===== src/rtl/uart_pkg.sv =====
// Shared definitions for the UART TX/RX arbiters: FSM encoding and default timeout.
package uart_pkg;

  typedef enum logic [1:0] {
    ST_IDLE  = 2'd0,
    ST_START = 2'd1,
    ST_WAIT  = 2'd2
  } state_t;

  // Cycles to wait for the transmitter's done tick before giving up.
  localparam int unsigned TMO_DEFAULT   = 32'd4096;
  localparam int unsigned TMO_W_DEFAULT = 32'd13;

  // Round-robin pointer update: the requester that was not just served goes next.
  function automatic logic other_idx(input logic idx);
    return ~idx;
  endfunction

endpackage


===== src/rtl/uart_tx_arbiter_tmo_counter.sv =====
// Watchdog counter: cleared at transaction start, counts while enabled, flags the terminal count.
module tmo_counter
  import uart_pkg::*;
#(
  parameter int unsigned TMO   = TMO_DEFAULT,
  parameter int unsigned TMO_W = TMO_W_DEFAULT
) (
  input  logic clk,
  input  logic reset,
  input  logic clr,
  input  logic en,
  output logic expired
);

  localparam logic [TMO_W-1:0] LAST = TMO_W'(TMO - 32'd1);
  localparam logic [TMO_W-1:0] ONE  = TMO_W'(32'd1);

  logic [TMO_W-1:0] count_r;

  // Count register with synchronous active-low reset and synchronous clear.
  always_ff @(posedge clk) begin
    if (!reset) begin
      count_r <= '0;
    end else if (clr) begin
      count_r <= '0;
    end else if (en) begin
      count_r <= count_r + ONE;
    end else begin
      count_r <= count_r;
    end
  end

  assign expired = (count_r == LAST);

endmodule


===== src/rtl/uart_tx_arbiter.sv =====
// Round-robin arbiter sharing one UART transmitter between two byte producers,
// with a hold register for the granted byte and a watchdog on the done tick.
module uart_tx_arbiter
  import uart_pkg::*;
#(
  parameter int unsigned W     = 8,
  parameter int unsigned TMO   = TMO_DEFAULT,
  parameter int unsigned TMO_W = TMO_W_DEFAULT
) (
  input  logic         clk,
  input  logic         reset,
  input  logic         req0,
  input  logic [W-1:0] din0,
  output logic         ack0,
  input  logic         req1,
  input  logic [W-1:0] din1,
  output logic         ack1,
  output logic         tx_start,
  output logic [W-1:0] tx_dout,
  input  logic         tx_done_tick,
  output logic         busy,
  output logic         grant,
  output logic         tx_err
);

  state_t         state_r;
  state_t         state_nxt_s;
  logic           ptr_r;
  logic           grant_r;
  logic [W-1:0]   hold_r;
  logic           tx_err_r;
  logic           sel_s;
  logic           take_s;
  logic           tmo_fire_s;
  logic           expired_s;
  logic           cnt_clr_s;
  logic           cnt_en_s;

  tmo_counter #(
    .TMO   (TMO),
    .TMO_W (TMO_W)
  ) u_tmo (
    .clk     (clk),
    .reset   (reset),
    .clr     (cnt_clr_s),
    .en      (cnt_en_s),
    .expired (expired_s)
  );

  // State register; reset abandons any transaction in flight.
  always_ff @(posedge clk) begin
    if (!reset) begin
      state_r <= ST_IDLE;
    end else begin
      state_r <= state_nxt_s;
    end
  end

  // Next-state logic, requester selection and timeout detection.
  always_comb begin
    state_nxt_s = state_r;
    sel_s       = 1'b0;
    take_s      = 1'b0;
    tmo_fire_s  = 1'b0;
    case (state_r)
      ST_IDLE: begin
        if (req0 && req1) begin
          take_s = 1'b1;
          sel_s  = ptr_r;
        end else if (req0) begin
          take_s = 1'b1;
          sel_s  = 1'b0;
        end else if (req1) begin
          take_s = 1'b1;
          sel_s  = 1'b1;
        end else begin
          take_s = 1'b0;
          sel_s  = 1'b0;
        end
        if (take_s) begin
          state_nxt_s = ST_START;
        end else begin
          state_nxt_s = ST_IDLE;
        end
      end
      ST_START: begin
        state_nxt_s = ST_WAIT;
      end
      ST_WAIT: begin
        // A done tick on the terminal-count cycle takes priority over the timeout.
        if (tx_done_tick) begin
          state_nxt_s = ST_IDLE;
        end else if (expired_s) begin
          state_nxt_s = ST_IDLE;
          tmo_fire_s  = 1'b1;
        end else begin
          state_nxt_s = ST_WAIT;
        end
      end
      default: begin
        state_nxt_s = ST_IDLE;
      end
    endcase
  end

  // Hold register, grant, round-robin pointer and error pulse register.
  always_ff @(posedge clk) begin
    if (!reset) begin
      hold_r   <= '0;
      grant_r  <= 1'b0;
      ptr_r    <= 1'b0;
      tx_err_r <= 1'b0;
    end else begin
      tx_err_r <= tmo_fire_s;
      if (take_s) begin
        hold_r  <= sel_s ? din1 : din0;
        grant_r <= sel_s;
        ptr_r   <= other_idx(sel_s);
      end else begin
        hold_r  <= hold_r;
        grant_r <= grant_r;
        ptr_r   <= ptr_r;
      end
    end
  end

  // Moore output decode from the registered state and grant.
  always_comb begin
    ack0      = 1'b0;
    ack1      = 1'b0;
    tx_start  = 1'b0;
    busy      = 1'b0;
    cnt_clr_s = 1'b0;
    cnt_en_s  = 1'b0;
    case (state_r)
      ST_IDLE: begin
        busy = 1'b0;
      end
      ST_START: begin
        busy      = 1'b1;
        tx_start  = 1'b1;
        cnt_clr_s = 1'b1;
        if (grant_r) begin
          ack1 = 1'b1;
        end else begin
          ack0 = 1'b1;
        end
      end
      ST_WAIT: begin
        busy     = 1'b1;
        cnt_en_s = 1'b1;
      end
      default: begin
        busy = 1'b0;
      end
    endcase
  end

  assign tx_dout = hold_r;
  assign grant   = grant_r;
  assign tx_err  = tx_err_r;

endmodule


===== config.mk =====
export PLATFORM = sky130hd
export DESIGN_NAME = uart_tx_arbiter
export DESIGN_NICKNAME = d
export VERILOG_FILES = /design/src/rtl/uart_pkg.sv /design/src/rtl/uart_tx_arbiter_tmo_counter.sv /design/src/rtl/uart_tx_arbiter.sv
export SDC_FILE = /design/constraint.sdc
export NUM_CORES = 1
export LEC_CHECK = 0
export CAP_MARGIN = 20
export CELL_PAD_IN_SITES_DETAIL_PLACEMENT = 1
export CELL_PAD_IN_SITES_GLOBAL_PLACEMENT = 2
export CORE_MARGIN = 8
export CORE_UTILIZATION = 29
export DETAILED_ROUTE_END_ITERATION = 12
export GPL_ROUTABILITY_DRIVEN = 0
export PLACE_DENSITY = 0.91
export SETUP_SLACK_MARGIN = 0.05
export SLEW_MARGIN = 40
export SYNTH_ARGS = -nofsm -noshare
export SYNTH_HDL_FRONTEND = slang
export SYNTH_SLANG_ARGS = --single-unit

===== constraint.sdc =====
create_clock -name clk -period 4.6 [get_ports clk]
set_input_delay 0.46 -clock clk [delete_from_list [all_inputs] [get_ports clk]]
set_output_delay 0.46 -clock clk [all_outputs]
set_load 0.02 [all_outputs]

Word-level counts from Yosys, hierarchy flattened
Index checks and enable logic that the tools add are counted.
{"block": "word_totals", "register_bits": 26, "inputBits": 21}
{"block": "op_classes", "n_addsub": 1, "eq_ne": 3, "muxes": 21, "bitwise_logic": 3, "n_reduce_logical": 5}
{"cell": "2-to-1 mux 1 bit", "count": 17}
{"cell": "adder 13 x 1 -> 13 bit, second input constant", "count": 1}
{"cell": "== test 13 x 12 -> 1 bit, second input constant", "count": 1}
{"cell": "2-to-1 mux 8 bit", "count": 1}
{"cell": "case mux 2 bit (3 select lines)", "count": 1}
{"cell": "2-to-1 mux 2 bit", "count": 2}
{"cell": "OR reduction 2 bit", "count": 2}
{"cell": "inverter 1 bit", "count": 3}
{"cell": "OR reduction 3 bit", "count": 1}
{"cell": "== test 2 x 1 -> 1 bit, second input constant", "count": 1}
{"cell": "== test 2 bit, second input constant", "count": 1}
{"cell": "zero test 2 bit", "count": 1}
{"cell": "logical AND 1 bit", "count": 1}

Depth between registers and ports, before layout
{"block": "depth", "word_depth": 6, "depth_mapped": 7, "ltp_nobuf": 5}

By module
From an unflattened synthesis, not the netlist that was laid out.
{"block": "hier_totals", "cells_unflattened": 142, "hier_area_um2": 1297.5}
{"module": "uart_tx_arbiter", "instances": 1, "cells_each": 71, "area_each_um2": 649.4, "seq_area_each_um2": 260.2}
{"module": "tmo_counter", "instances": 1, "cells_each": 71, "area_each_um2": 648.1, "seq_area_each_um2": 260.2}

Worst setup path before layout
Ideal clock, no wire load.
{"block": "synth_timing", "path_type": "register -> register", "start": "register state_r[0]", "end": "register u_tmo.count_r[11]", "setup_ns": 0.070, "arrival_time_ns": 1.483, "path_slack_ns": 3.048, "path_stages_with_launch": 7, "path_buffers": 1, "period_less_slack_ns": 1.552, "cell_sequence": "dfxtp_1 > inv_1 > ha_1 > buf_2 > nand4_2 > or4_1 > a21oi_1"}
{"block": "synth_between", "elab_chain_cells": 3, "elab_cells_between_ends": 5, "classes_between": "eq/ne (2); mux (2); reduce/logical (1)"}
{"element": "start: declaration", "line_no": "uart_tx_arbiter.sv:26", "rtl": "state_t state_r;"}
{"element": "start signal: assignment", "line_no": "uart_tx_arbiter.sv:55", "rtl": "state_r <= state_nxt_s;"}
{"element": "== test 2 x 1 -> 1 bit", "line_no": "uart_tx_arbiter.sv:135", "rtl": "case (state_r)"}
{"element": "2-to-1 mux 1 bit", "line_no": "uart_tx_arbiter.sv:135"}
{"element": "OR reduction 2 bit (no line)"}
{"element": "end signal: assignment", "line_no": "uart_tx_arbiter_tmo_counter.sv:27", "rtl": "count_r <= count_r + ONE;"}
{"element": "end signal: assignment", "line_no": "uart_tx_arbiter_tmo_counter.sv:29", "rtl": "count_r <= count_r;"}
{"element": "end: declaration", "line_no": "uart_tx_arbiter_tmo_counter.sv:18", "rtl": "logic [TMO_W-1:0] count_r;"}
Parallel ways exist; a longest one is shown, timed or not.
A chain may end at the register's enable or synchronous reset.

Final worst setup path
{"block": "layout_timing", "start": "register state_r[1]", "end": "output port ack1"}
{"block": "layout_between", "elab_chain_cells": 2}
{"element": "== test 2 x 1 -> 1 bit", "line_no": "uart_tx_arbiter.sv:135"}
{"element": "2-to-1 mux 1 bit", "line_no": "uart_tx_arbiter.sv:135"}
{"element": "end: declaration", "line_no": "uart_tx_arbiter.sv:17", "rtl": "output logic ack1,"}
Every way passes these cells.

==> results_dict.tcl <==
set metrics [dict create \
    drive_gt1_frac 0.05263 \
    fin_hold_ws_ps 486.5 \
    numCtsBuffers 3 \
    skew_ps 9.580 \
    diodes 0 \
    drc 0 \
    routed_via_density 5.260 \
    p_clk_frac 0.257 \
    post_cts_resized 0 \
    hold_buffers 0 \
    cp_top_family "buffers and inverters" \
    ys_warn_count 0 \
    h-tree-depth 1 \
    yosysTopAreaCell "dfxtp_1" \
    cp_cell_sequence "inv_1 > ha_1 > and2_1 > clkdlybuf4s50_1" \
    pin_count 35 \
    utilization 0.3950 \
    netlist_top_cells_count "dfxtp_1 (26), o21ai_0 (15), a21oi_1 (9), nand2_1 (9)" \
    synth_top_area_share 0.4115 \
    antenna_found_initial 0 \
    die_area_um2 6731 \
    max_freq_ghz 0.4560 \
    ys.flop_type "dfxtp_1" \
    min_period_ps 2193 \
    setup_viol 0 \
    vias 1173 \
    crit_slowest_cell "clkdlybuf4s50_1" \
    core_um2 4264 \
    grt-ovfl-total 0 \
    relSlewSlack 0.6387 \
    fin_nets 199 \
    fin_setup_tns_ps 0 \
    ant_nets 0 \
    area_growth_pct 33.14 \
    rsz0062_at_grt "no" \
    p_comb_frac 0.239 \
    clkTransAtPathRegs_ps 90 \
    switchingPower_mw 0.1394 \
    clkLatencyLatePin_ps 270 \
    synth_seq_cells 26 \
    hold_violations 0 \
    synth_cell_types 36 \
    synth_area_leaders "dfxtp_1 (41%), o21ai_0 (5.9%), or3b_1 (5.5%), ha_1 (4.9%), a31oi_1 (4.0%)" \
    die_width_um 82.05 \
    intPower_mw 0.3552 \
    cts_max_path_buffers 2 \
    async_reset_ff_frac 0 \
    yosysSeqAreaShare 0.4115 \
    criticalPathCategory "flop to output port" \
    start_kind "flop" \
    drv_slew 0 \
    vdd_drop_max_mv 0.1398 \
    placement.io_buffers 34 \
    rows 24 \
    dieHeight_um 82.05 \
    power_leakage_nw 0.5753 \
    period_share 0.4768 \
    first_global_vias 1349 \
    avgRoutedWirePerCell_um 15.17 \
    drt_iter0_markers 37 \
    end_kind "output port" \
    worstPathArrival_ps 1730 \
    synthCells 141 \
    cts_tree "built" \
    status "finished, final reports clean" \
    grt_pass1_wl_um 5858 \
    groute.usage.overall 0.1086 \
    synth_fp_nets 167 \
    root_buffer "clkbuf_8" \
    holdCritPathClass "flop to flop" \
    first_pass_iters 4 \
    p_per_area_nw_per_um2 293.7 \
    yosysMostFrequentCell "dfxtp_1" \
    syn_area_um2 1265 \
    cts_setup_buffers 0 \
    grt_max_degree 20 \
    synth_edf_count 0 \
    slowest_delay_ps 610 \
    cap_violations 0 \
    start_util 0.2967 \
    tightest_slew_ps 542.0 \
    syn_area_per_cell_um2 8.971 \
    dp_hpwl_um 2748 \
    drt-total-wl_um 3384 \
    pwr-share-seq 0.504 \
    switching_share 0.2819 \
    cts.sinks 26 \
    cp_max_fo 5 \
    cp.required_ps 4140 \
    p_total_mw 0.4946 \
    crit_buf_inv 2 \
]
flip-flops by register name, summed over array words and instances (netlist names):
| signal | cells |
|---|---|
| ptr_r | 1 |
| tx_dout | 8 |
| tx_err | 1 |
| grant | 1 |
| u_tmo.count_r | 13 |
| state_r | 2 |
power by group through the flow:
stage	combinational [mW]	sequential, mW	clock [mW]
6_report	0.118	0.249	0.127
3_3_place_gp	0.115	0.253	0
5_1_grt	0.130	0.252	0.141
2_1_floorplan	0.0526	0.265	0
4_1_cts	0.120	0.249	0.132
3_5_place_dp	0.120	0.254	0
cells by family (layout without fill, tap and decap cells):
| kind of cell | count (synthesis) | in the layout | share of synthesized area |
|---|---|---|---|
| flip-flops | 26 | 26 | 0.4115 |
| AND/OR/NAND/NOR | 49 | 49 | 0.2661 |
| buffers and inverters | 13 | 43 | 0.04153 |
| adder cells (fa/ha/maj) | 5 | 5 | 0.04946 |
| AO/OA/AOI/OAI | 44 | 44 | 0.2018 |
| multiplexers | 2 | 2 | 0.01583 |
| XOR/XNOR | 2 | 2 | 0.01385 |
final timing paths:
check,from,endpoint,slack (ps),cells after the start
setup / recovery,state_r[1],ack1,2410,4
hold / removal,u_tmo.count_r[12],u_tmo.count_r[12],490,2
setup reg to reg,state_r[0],u_tmo.count_r[11],2700,5
hold reg to reg,u_tmo.count_r[12],u_tmo.count_r[12],490,2
cell type report:
cell class                 count  area, um2
fill                         502       2580
clock buffer                   3      41.29
inverter                       6      22.52
sequential                    26      520.5
tap                           52      65.06
multi-input combinational    102      694.4
timing repair buffer          34      340.3
cells in the final DEF (no fill, tap or decap), types with 4 or more instances in the layout:
cell type / netlist / final
clkdlybuf4s50_1: 0 / 34
dfxtp_1: 26 / 26
o21ai_0: 15 / 15
nand2_1: 9 / 9
a21oi_1: 9 / 9
or3b_1: 8 / 8
a31oi_1: 8 / 8
inv_1: 6 / 6
ha_1: 5 / 5
or4_1: 4 / 4
o21ai_1: 4 / 4
routing by layer:
metal / GRT usage / share of wire / vias to the layer above
li1: - / - / 583
met1: 0.1061 / 0.42 / 563
met2: 0.2139 / 0.52 / 25
met3: 0.03720 / 0.053 / 2
met4: 0.02105 / 0.0024 / 0
met5: 0 / 0 / -
through the flow:
stage | setup WS, ps | area [um2] | std cells
2_1_floorplan | 3048 | 1265 | 141
3_3_place_gp | 2560 | 1640 | 220
3_5_place_dp | 2406 | 1640 | 220
4_1_cts | 2392 | 1682 | 223
5_1_grt | 2298 | 1684 | 223
6_report | 2407 | 1684 | 223
worst min-delay path, cell delays in order, from the launching register on:
cell and delay [ps]:
dfxtp_1 330, o31ai_1 60, a21oi_1 60
No activity file was read; power rests on OpenSTA's default activity.
